**src/rtl/uart_cmd_decode.sv**
```systemverilog
// Byte-stream command decoder behind uart_rx: recognises 0x55 0xAA <payload> write
// frames and 0x55 0xA5 read frames, forwarding payload to the SDRAM write FIFO.
module uart_cmd_decode #(
  parameter int unsigned WR_LEN  = 4,
  parameter int unsigned TIMEOUT = 50000
) (
  input  logic       clk,
  input  logic       rst,
  input  logic [7:0] rx_data,
  input  logic       po_flag,
  output logic       wfifo_wr_en,
  output logic [7:0] wfifo_wr_data,
  output logic       wfifo_clr,
  output logic       wr_trig,
  output logic       rd_trig,
  output logic       frame_err,
  output logic       busy
);

  localparam int unsigned    TW      = $clog2(TIMEOUT);
  localparam logic [TW-1:0]  TO_LAST = TW'(TIMEOUT - 1);
  localparam logic [7:0]     LEN     = 8'(WR_LEN);

  typedef enum logic [1:0] {IDLE, CMD, DATA} state_t;

  state_t        state_q, state_d;
  logic [7:0]    byte_cnt_q, byte_cnt_d;
  logic [TW-1:0] to_cnt_q, to_cnt_d, to_inc;
  logic          wr_en_q, wr_en_d;
  logic [7:0]    wr_data_q, wr_data_d;
  logic          clr_q, clr_d;
  logic          wr_trig_q, wr_trig_d;
  logic          rd_trig_q, rd_trig_d;
  logic          err_q, err_d;
  logic          busy_q, busy_d;

  always_comb begin
    state_d    = state_q;
    byte_cnt_d = byte_cnt_q;
    to_cnt_d   = to_cnt_q;
    to_inc     = to_cnt_q + 1'b1;
    wr_en_d    = 1'b0;
    wr_data_d  = wr_data_q;
    clr_d      = 1'b0;
    wr_trig_d  = 1'b0;
    rd_trig_d  = 1'b0;
    err_d      = 1'b0;
    case (state_q)
      IDLE: begin
        to_cnt_d = '0;
        if (po_flag && rx_data == 8'h55) state_d = CMD;
      end
      CMD: begin
        if (po_flag) begin
          to_cnt_d = '0;
          if (rx_data == 8'hAA) begin
            state_d    = DATA;
            byte_cnt_d = 8'd0;
          end else begin
            if (rx_data == 8'hA5) rd_trig_d = 1'b1;
            else                  err_d     = 1'b1;
            state_d = IDLE;
          end
        end else if (to_inc == TO_LAST) begin
          err_d    = 1'b1;
          to_cnt_d = '0;
          state_d  = IDLE;
        end else begin
          to_cnt_d = to_inc;
        end
      end
      DATA: begin
        // Completion is one cycle after the last write so the FIFO count includes it.
        if (byte_cnt_q == LEN) begin
          wr_trig_d = 1'b1;
          to_cnt_d  = '0;
          state_d   = (po_flag && rx_data == 8'h55) ? CMD : IDLE;
        end else if (po_flag) begin
          wr_en_d    = 1'b1;
          wr_data_d  = rx_data;
          byte_cnt_d = byte_cnt_q + 8'd1;
          to_cnt_d   = '0;
        end else if (to_inc == TO_LAST) begin
          err_d    = 1'b1;
          clr_d    = (byte_cnt_q != 8'd0);
          to_cnt_d = '0;
          state_d  = IDLE;
        end else begin
          to_cnt_d = to_inc;
        end
      end
      default: state_d = IDLE;
    endcase
    busy_d = (state_d != IDLE);
  end

  always_ff @(posedge clk or posedge rst) begin
    if (rst) begin
      state_q    <= IDLE;
      byte_cnt_q <= 8'd0;
      to_cnt_q   <= '0;
      wr_en_q    <= 1'b0;
      wr_data_q  <= 8'h00;
      clr_q      <= 1'b0;
      wr_trig_q  <= 1'b0;
      rd_trig_q  <= 1'b0;
      err_q      <= 1'b0;
      busy_q     <= 1'b0;
    end else begin
      state_q    <= state_d;
      byte_cnt_q <= byte_cnt_d;
      to_cnt_q   <= to_cnt_d;
      wr_en_q    <= wr_en_d;
      wr_data_q  <= wr_data_d;
      clr_q      <= clr_d;
      wr_trig_q  <= wr_trig_d;
      rd_trig_q  <= rd_trig_d;
      err_q      <= err_d;
      busy_q     <= busy_d;
    end
  end

  assign wfifo_wr_en   = wr_en_q;
  assign wfifo_wr_data = wr_data_q;
  assign wfifo_clr     = clr_q;
  assign wr_trig       = wr_trig_q;
  assign rd_trig       = rd_trig_q;
  assign frame_err     = err_q;
  assign busy          = busy_q;

endmodule
```
**config.mk**
```make
export PLATFORM = sky130hd
export DESIGN_NAME = uart_cmd_decode
export DESIGN_NICKNAME = d
export VERILOG_FILES = /design/src/rtl/uart_cmd_decode.sv
export SDC_FILE = /design/constraint.sdc
export NUM_CORES = 1
export LEC_CHECK = 0
export ABC_AREA = 1
export CORE_MARGIN = 2
export CORE_UTILIZATION = 50
export DETAILED_ROUTE_END_ITERATION = 7
export PLACE_DENSITY = 0.73
export REMOVE_ABC_BUFFERS = 1
export SYNTH_ARGS = -nofsm -noshare
export SYNTH_HDL_FRONTEND = slang
export SYNTH_SLANG_ARGS = --single-unit
export TNS_END_PERCENT = 20
```
**constraint.sdc**
```tcl
create_clock -name clk -period 2.1 [get_ports clk]
set_input_delay 0.315 -clock clk [delete_from_list [all_inputs] [get_ports clk]]
set_output_delay 0.315 -clock clk [all_outputs]
set_load 0.1 [all_outputs]
```
Yosys cells after proc, flatten, opt, wreduce, memory -nomap -nowiden
Cells that the tools add are included.

Bitwise operators: 1. Add/subtract/negate cells: 2. Reductions and logical operators: 8. Multiplexer cells: 37. $lt $le $gt $ge: 0. Equal/unequal tests: 11. Multiply operators: 0. Div/mod/pow operators: 0. Shift operators: 0.

Operators by type and width (number): two-way mux 16 bit (3); one-hot mux 16 bit (3 select lines) (1); two-way mux 8 bit (4); two-way mux 1 bit (20); adder 16 x 1 -> 16 bit (second input constant) (1); == test 16 bit (second input constant) (1); == test 8 bit (second input constant) (2); one-hot mux 8 bit (2 select lines) (1); two-way mux 2 bit (6); adder 8 x 1 -> 8 bit (second input constant) (1); == test 8 x 3 -> 1 bit (second input constant) (1); == test 8 x 7 -> 1 bit (second input constant) (1); != test 2 bit (second input constant) (4); nonzero test 8 bit (1); one-hot mux 2 bit (3 select lines) (1); AND reduction 5 bit (1); nonzero test 2 bit (2); AND reduction 3 bit (1); nonzero test 3 bit (1); == test 2 x 1 -> 1 bit (second input constant) (1); == test 2 bit (second input constant) (1); zero test 2 bit (1); one-hot mux 1 bit (2 select lines) (1); logical AND 1 bit (1); NOT 1 bit (1).

Logic and storage cells: 69. Input port bits: 11. Memory bits (read-only): 0. Bits in registers: 40. Bits in writable memories: 0. Memories kept: 0. Latch bits: 0.

Longest topological paths before layout
Gate-level depths: netlist of run 1.

Word-level depth: 7. Mapped depth: 15. Gate-level depth less buffers: 15.

Least setup slack after synthesis of run 1
No wires, ideal clock.

Kind: reg2reg. From: reg to_cnt_q[0]. To: reg busy_q (netlist: busy). Required time: 1982 ps. Clock period less this slack: 1764 ps. Setup time: 118 ps. Cell stages (with the launch flop): 16. Slack: 336 ps. Buffers on the path: 0. Data arrival time: 1646 ps. Cells stage by stage: dfrtp_1 > ha_1 > nand2_1 > inv_1 > nor2_1 > nand2_1 > nor2_1 > nand2_1 > nor2_2 > nand2_2 > nor2_4 > nand4_2 > nand2_1 > nand2_1 > nand2_1 > nand2_1.

Word-level cells in the longest chain between the ends: 7.

RTL lines: start: declaration (line 28) `logic [TW-1:0] to_cnt_q, to_cnt_d, to_inc;`; start signal: assignment (line 112) `to_cnt_q <= to_cnt_d;`; adder 16 x 1 -> 16 bit (*) (line 41) `to_inc = to_cnt_q + 1'b1;`; == test 16 bit (*) (line 64, 83); two-way mux 2 bit (*) (line 64, 83); two-way mux 2 bit (line 78) `end else if (po_flag) begin`; two-way mux 2 bit (line 74) `if (byte_cnt_q == LEN) begin`; one-hot mux 2 bit (3 select lines) (*) (line 48) `case (state_q)`; nonzero test 2 bit (*) (line 94) `busy_d = (state_d != IDLE);`; named net busy_d (line 35) `logic busy_q, busy_d;`; end signal: assignment (line 119) `busy_q <= busy_d;`; end: declaration (line 35).

The timed path passes the listed nets; every way through them passes the cells marked *. A chain may end at the register's enable or synchronous reset.

Worst setup path in the final report of run 1
Ends and elaborated chain as after synthesis.

==> metrics.txt, run 1 <==
result of the run=completed; Setup Viol. Count Final=0; count of port buffers added during placement=24; DR vias=2058; Layout Cell Area excl Fill=2783 um^2; dominant cells by area after synthesis=sky130_fd_sc_hd__dfrtp_1 42%, sky130_fd_sc_hd__nand2_1 13%, sky130_fd_sc_hd__inv_1 6.6%, sky130_fd_sc_hd__ha_1 4.7%, sky130_fd_sc_hd__nand3_1 4.4%; Min Clock Period, post-route=1912 ps; Worst IR Drop VDD=0.4463 mV; Max Clk Rate=523.1 MHz; total global-route track usage=20.60%; relative slew slack=66.71%; Unique masters post-synth=29; worst-case clock skew=4.230 ps; via count of the first global-routing pass=1963; number of max-capacitance violations reported=0; Final Cycle Share=91.03%; total power density per cell area=636.8 nW/um^2; share of cells above drive strength 1=15.04%; width of the die=72.90 um; largest net degree at the start of global routing=41; FP Rows=25; Hold Crit Class=input pin to async pin; final estimated routing congestion in global placement=0.9229; area share of the leading cell type in the synthesized netlist=42.17%; average size of a mapped cell=7.808 um^2; Crit path required time=2280 ps; post-CTS clock slew at the launch and capture registers of the worst setup and hold paths=70 ps; final-report max-slew violation count=0; overflow left after global routing=0; Post CTS Setup Buffer Count=0; Yosys warning count=0; area overhead of the layout relative to synthesis=17.24%; Mapped Area=2374 um^2; initial DRC count=149; effective utilization at floorplan=50.93%; area of the placeable core=4661 um^2; setup repair after global routing missed its margin=false; number of levels the H-tree was split into=2; number of storage elements in the synthesis netlist=40; register area share after synthesis=42.17%; Diodes inserted=0; cells after synthesis=304; final sum of negative setup slack=0 ps; part of the total power dissipated in sequential elements=49.1%; Switching Share=32.05%; crit end category=flop; highest-count cells in the layout ignoring fill and taps=80 x sky130_fd_sc_hd__nand2_1, 41 x sky130_fd_sc_hd__inv_1, 40 x sky130_fd_sc_hd__dfrtp_1; TritonCTS clock tree=built; clock latency on the worst-skew pair=290 ps; Worst Reg-to-Reg Cells=16; internal power of the cells=1.204 mW; number of hold violations in the final report=0; wire length of the first global-routing pass=8.528 mm; CTS buffer count=5; cell at the root of the clock tree=sky130_fd_sc_hd__clkbuf_8; data arrival at the endpoint of the critical path=2090 ps; via-per-instance ratio=5.237; instance area after placement=2679 um^2; type of origin of the critical path=flop; cell type with the highest aggregate area in the netlist=sky130_fd_sc_hd__dfrtp_1; number of buffers inserted by hold repair at cts=0; part of the total power dissipated in combinational logic=21.4%; count of TritonRoute iterations in the first routing pass=4; worst hold slack after final layout=441.8 ps; commonest non-fill, non-tap cell in the layout=sky130_fd_sc_hd__nand2_1; worst slew pin tran=499.3 ps; post-layout net count=358; largest driver fanout on the critical path=5; average routed wire per standard cell=12.42 um; DRC violations left=0; clock share of power=29.5%; final wirelength=4.881 mm; antenna violations before repair=0; count of nets left with antenna violations after detail routing=0; leakage power summed over all cells=1.281 nW; number of sinks on the clock net=40; Die Ht=72.90 um; critical setup path kind=flop to flop; number of primary I/O pins=25; P_sw=0.5680 mW; number of fillers in the final layout=444; Total Die Area=5314 um^2; Final Util=59.70%; maximum clock insertion buffer count=2; Detailed Place HPWL=3.716 mm
==> worst paths after layout <==
path	to	slack, ps	start
setup / recovery	busy	190	to_cnt_q[0]
hold / removal	to_cnt_q[0]	440	rst
setup reg to reg	busy	190	to_cnt_q[0]
hold reg to reg	wfifo_wr_data[1]	500	wfifo_wr_data[1]
max in group asynchronous	byte_cnt_q[0]	1310	rst
min in group clk	wfifo_wr_data[1]	500	wfifo_wr_data[1]
==> synth_stat cells <==
library cell and instances:
sky130_fd_sc_hd__dfrtp_1 40, sky130_fd_sc_hd__nor2_4 5, sky130_fd_sc_hd__xor2_1 8, sky130_fd_sc_hd__nor4_1 3, sky130_fd_sc_hd__o22ai_1 6, sky130_fd_sc_hd__inv_2 2
sky130_fd_sc_hd__inv_1 42, sky130_fd_sc_hd__ha_1 9, sky130_fd_sc_hd__clkbuf_1 2, sky130_fd_sc_hd__nand2_1 80, sky130_fd_sc_hd__nand3_2 3, sky130_fd_sc_hd__nand4_2 1
sky130_fd_sc_hd__nor2_2 4, sky130_fd_sc_hd__o21ai_0 16, sky130_fd_sc_hd__nor3b_1 1, sky130_fd_sc_hd__nand3_1 21, sky130_fd_sc_hd__nor3_1 2, sky130_fd_sc_hd__xor2_4 1
sky130_fd_sc_hd__nand4_1 11, sky130_fd_sc_hd__a21oi_1 5, sky130_fd_sc_hd__nor2_1 23, sky130_fd_sc_hd__nand3_4 1, sky130_fd_sc_hd__clkinv_1 1, sky130_fd_sc_hd__clkinv_2 1
sky130_fd_sc_hd__buf_2 1, sky130_fd_sc_hd__o21ai_1 8, sky130_fd_sc_hd__nand2_2 2, sky130_fd_sc_hd__o31ai_1 4, sky130_fd_sc_hd__nor4_2 1
==> critical path, cell delays in order, from the launching register on <==
cell and delay [ps]:
sky130_fd_sc_hd__dfrtp_1 390, sky130_fd_sc_hd__buf_4 160, sky130_fd_sc_hd__inv_1 50, sky130_fd_sc_hd__ha_1 130, sky130_fd_sc_hd__nand2_1 50, sky130_fd_sc_hd__nor2_1 90, sky130_fd_sc_hd__nand2_1 60, sky130_fd_sc_hd__nor2_1 120
sky130_fd_sc_hd__nand2_1 70, sky130_fd_sc_hd__nor2_2 100, sky130_fd_sc_hd__nand2_2 70, sky130_fd_sc_hd__nor2_4 110, sky130_fd_sc_hd__nand4_2 110, sky130_fd_sc_hd__nand2_1 100, sky130_fd_sc_hd__nand2_1 60, sky130_fd_sc_hd__nand2_1 90
sky130_fd_sc_hd__nand2_1 60
==> repair_timing <==
item                                   CTS  global route
endpoints found under the hold margin    0             0
resized for setup                        0             5
setup endpoints to repair                0            17
==> power by group through the flow <==
stage                     clock network (mW)  registers, mW  logic, mW
after floorplan                            0          0.961      0.187
after global placement                     0          0.883      0.364
after detailed placement                   0          0.884      0.373
after CTS                              0.536          0.869      0.377
after global routing                   0.565          0.878      0.429
final                                  0.523          0.870      0.378
==> final cells by class <==
cell class / instances / area (um^2) / area share, %
flip-flops and latches: 40 / 1001 / 35.97
clock buffers: 8 / 90.09 / 3.237
well taps: 54 / 67.56 / 2.428
multi-input cells: 215 / 1200 / 43.12
repair buffers: 30 / 250.2 / 8.993
inverters: 46 / 173.9 / 6.250
==> cell families after synthesis <==
kind of cell    after synthesis  synth area share (%)
compound gates               39                 8.962
xor+xnor                      9                 4.112
fa+ha+maj                     9                 4.744
buf+inv                      49                 7.854
flops                        40                 42.17
simple gates                158                 32.16
==> routing by layer <==
| layer | vias up | share of wire, % | GRT usage, % |
|---|---|---|---|
| met5 | - | 0 | 0 |
| met3 | 6 | 3.5 | 4.282 |
| met1 | 965 | 46 | 26.25 |
| met4 | 0 | 1.3 | 6.173 |
| li1 | 1056 | - | - |
| met2 | 31 | 49 | 35.25 |
==> flip-flops by register name (all words and copies together), names as in the netlist <==
register,count
busy,1
wfifo_clr,1
wr_trig,1
rd_trig,1
wfifo_wr_en,1
frame_err,1
byte_cnt_q,8
state_q,2
wfifo_wr_data,8
to_cnt_q,16
==> metrics by stage <==
| step | std cells | total power, mW | setup WS, ps |
|---|---|---|---|
| finish | 393 | 1.772 | 188.4 |
| global route | 393 | 1.872 | 4.289 |
| CTS | 393 | 1.782 | 132.4 |
| detailed placement | 385 | 1.258 | -70.18 |
| global placement | 385 | 1.247 | 82.85 |
| floorplan | 301 | 1.148 | 335.8 |
Power figures use the tool's default switching activity.
==> run 2, diff against run 1 <==
Settings changed: SLEW_MARGIN from default to 20.
==> results of run 2 <==
Final layout, timing and power as in run 1 (identical DEF).
==> run 3, diff against run 2 <==
Settings changed: CORE_ASPECT_RATIO from default to 1.1.
==> run 3 against run 2 <==
Clock skew hardly changed. Core utilization is 0.40 points higher. Via count is 0.58% lower. Largest power group unchanged.
==> metrics.txt, run 3 (synthesis results as in run 1) <==
result of the run=completed (unchanged); Setup Viol. Count Final=0 (unchanged); flip-flop count of the largest register after layout=16 (unchanged); most flop-heavy register=to_cnt_q (unchanged); final estimated routing congestion in global placement=0.8995 (was 0.9229); Min Clock Period, post-route=1953 ps (was 1912 ps); number of hold violations in the final report=0 (unchanged); WL met3=170 um (was 173 um); total power density per cell area=621.9 nW/um^2 (was 636.8 nW/um^2); via-per-instance ratio=5.180 (was 5.237); FP Rows=26 (was 25); worst-case clock skew=4.200 ps (was 4.230 ps); total global-route track usage=19.40% (was 20.60%); effective utilization at floorplan=51.38% (was 50.93%); final-report max-slew violation count=0 (unchanged); number of sinks on the clock net=40 (unchanged); number of primary I/O pins=25 (unchanged); cell at the root of the clock tree=sky130_fd_sc_hd__clkbuf_8 (unchanged); TritonCTS clock tree=built (unchanged); Post CTS Setup Buffer Count=0 (unchanged); area overhead of the layout relative to synthesis=16.97% (was 17.24%); via count of the first global-routing pass=1986 (was 1963); largest net degree at the start of global routing=41 (unchanged); Total Die Area=5315 um^2 (was 5314 um^2); wire length of the first global-routing pass=8.521 mm (was 8.528 mm); Layout Cell Area excl Fill=2776 um^2 (was 2783 um^2); count of nets left with antenna violations after detail routing=0 (unchanged); Die Ht=76.26 um (was 72.90 um); number of levels the H-tree was split into=2 (unchanged); DR vias=2046 (was 2058); crit end category=flop (unchanged); Hold Crit Class=input pin to async pin (unchanged); count of port buffers added during placement=24 (unchanged); average routed wire per standard cell=12.43 um (was 12.42 um); Max Clk Rate=512.1 MHz (was 523.1 MHz); post-layout net count=359 (was 358); count of TritonRoute iterations in the first routing pass=4 (unchanged); dpl cells=388 (was 385); critical setup path kind=flop to flop (unchanged); leakage power summed over all cells=1.284 nW (was 1.281 nW); register-to-register path setup slack=150 ps (was 190 ps); highest-count cells in the layout ignoring fill and taps=80 x sky130_fd_sc_hd__nand2_1, 42 x sky130_fd_sc_hd__inv_1, 40 x sky130_fd_sc_hd__dfrtp_1 (was 80 x sky130_fd_sc_hd__nand2_1, 41 x sky130_fd_sc_hd__inv_1, 40 x sky130_fd_sc_hd__dfrtp_1); top layer in use=met4 (unchanged); post-CTS clock slew at the launch and capture registers of the worst setup and hold paths=70 ps (about the same); met1 wire length=2.201 mm (was 2.237 mm); Detailed Place HPWL=3.628 mm (was 3.716 mm); final wirelength=4.908 mm (was 4.881 mm); worst hold slack after final layout=430.1 ps (was 441.8 ps); instance area after placement=2689 um^2 (was 2679 um^2); Reg-to-Reg Start=to_cnt_q[0] (unchanged); maximum clock insertion buffer count=2 (unchanged); relative slew slack=66.07% (was 66.71%); initial DRC count=82 (was 149); largest driver fanout on the critical path=10 (was 5); CTS buffer count=5 (unchanged); overflow left after global routing=0 (unchanged); Crit path required time=2270 ps (was 2280 ps); Final Cycle Share=92.99% (was 91.03%); antenna violations before repair=0 (unchanged); data arrival at the endpoint of the critical path=2120 ps (was 2090 ps); DRC violations left=0 (unchanged); launch point of the worst path=to_cnt_q[0] (unchanged); Worst IR Drop VDD=0.5202 mV (was 0.4463 mV); number of max-capacitance violations reported=0 (unchanged); area of the placeable core=4619 um^2 (was 4661 um^2); type of origin of the critical path=flop (unchanged); Final Util=60.10% (was 59.70%); worst slew pin tran=509.0 ps (was 499.3 ps); routed wire length on met2=2.475 mm (was 2.408 mm); clock latency on the worst-skew pair=290 ps (about the same); commonest non-fill, non-tap cell in the layout=sky130_fd_sc_hd__nand2_1 (unchanged); setup repair after global routing missed its margin=false (unchanged); Diodes inserted=0 (unchanged); width of the die=69.69 um (was 72.90 um); filler-free cell count of the finished design=395 (was 393); share of cells above drive strength 1=14.45% (was 15.04%)
run 3: layer usage:
metal / vias up / GRT usage (%)
li1: 1056 / -
met1: 953 / 24.53
met2: 32 / 34.04
met3: 5 / 3.704
met4: 0 / 5.192
met5: - / 0
run 3: final timing paths:
check	cells past startpoint	end
setup reg to reg	13	to_cnt_q[3]
hold reg to reg	2	wfifo_wr_data[4]
min in group clk	2	wfifo_wr_data[4]
hold / removal	3	wfifo_wr_data[3]
setup / recovery	13	to_cnt_q[3]
max in group asynchronous	3	to_cnt_q[3]
run 3: timing repair:
action / in CTS / in global routing
hold endpoints to repair: 0 / 0
resized for setup: 0 / 2
hold buffers: 0 / 0
endpoints found under the setup margin: 0 / 4
run 3: cell type report:
type | instances | area, um^2
Fill cell | 432 | 1843
Multi-Input combinational cell | 215 | 1196
Timing Repair Buffer | 31 | 257.7
Clock inverter | 1 | 5.005
Sequential cell | 40 | 1001
Inverter | 46 | 173.9
Tap cell | 56 | 70.07
Clock buffer | 6 | 72.57
run 3: critical path, cell delays in order, from the launching register on:
cell and delay, ps:
sky130_fd_sc_hd__dfrtp_1 380, sky130_fd_sc_hd__ha_1 240, sky130_fd_sc_hd__nand2_1 100, sky130_fd_sc_hd__inv_1 40, sky130_fd_sc_hd__nor2_1 140, sky130_fd_sc_hd__nand2_1 70
sky130_fd_sc_hd__nor2_1 120, sky130_fd_sc_hd__nand2_1 70, sky130_fd_sc_hd__nor2_2 90, sky130_fd_sc_hd__nand2_2 70, sky130_fd_sc_hd__nor2_4 120, sky130_fd_sc_hd__nand3_4 180
sky130_fd_sc_hd__nand2_4 140, sky130_fd_sc_hd__o22ai_1 70
run 3: report_power, final:
| group | switching (mW) | internal, mW | leakage (nW) |
|---|---|---|---|
| logic | 0.257 | 0.112 | 0.697 |
| registers | 0.0468 | 0.822 | 0.546 |
| clock network | 0.263 | 0.226 | 0.0410 |
run 3: per-stage QoR:
stage | worst slack (ps) | total power, mW | TNS (ps)
floorplan | 335.8 | 1.148 | 0
global placement | 49.41 | 1.249 | 0
detailed placement | -16.19 | 1.254 | -29.69
CTS | 141.7 | 1.738 | 0
global route | 3.534 | 1.813 | 0
finish | 147.2 | 1.727 | 0
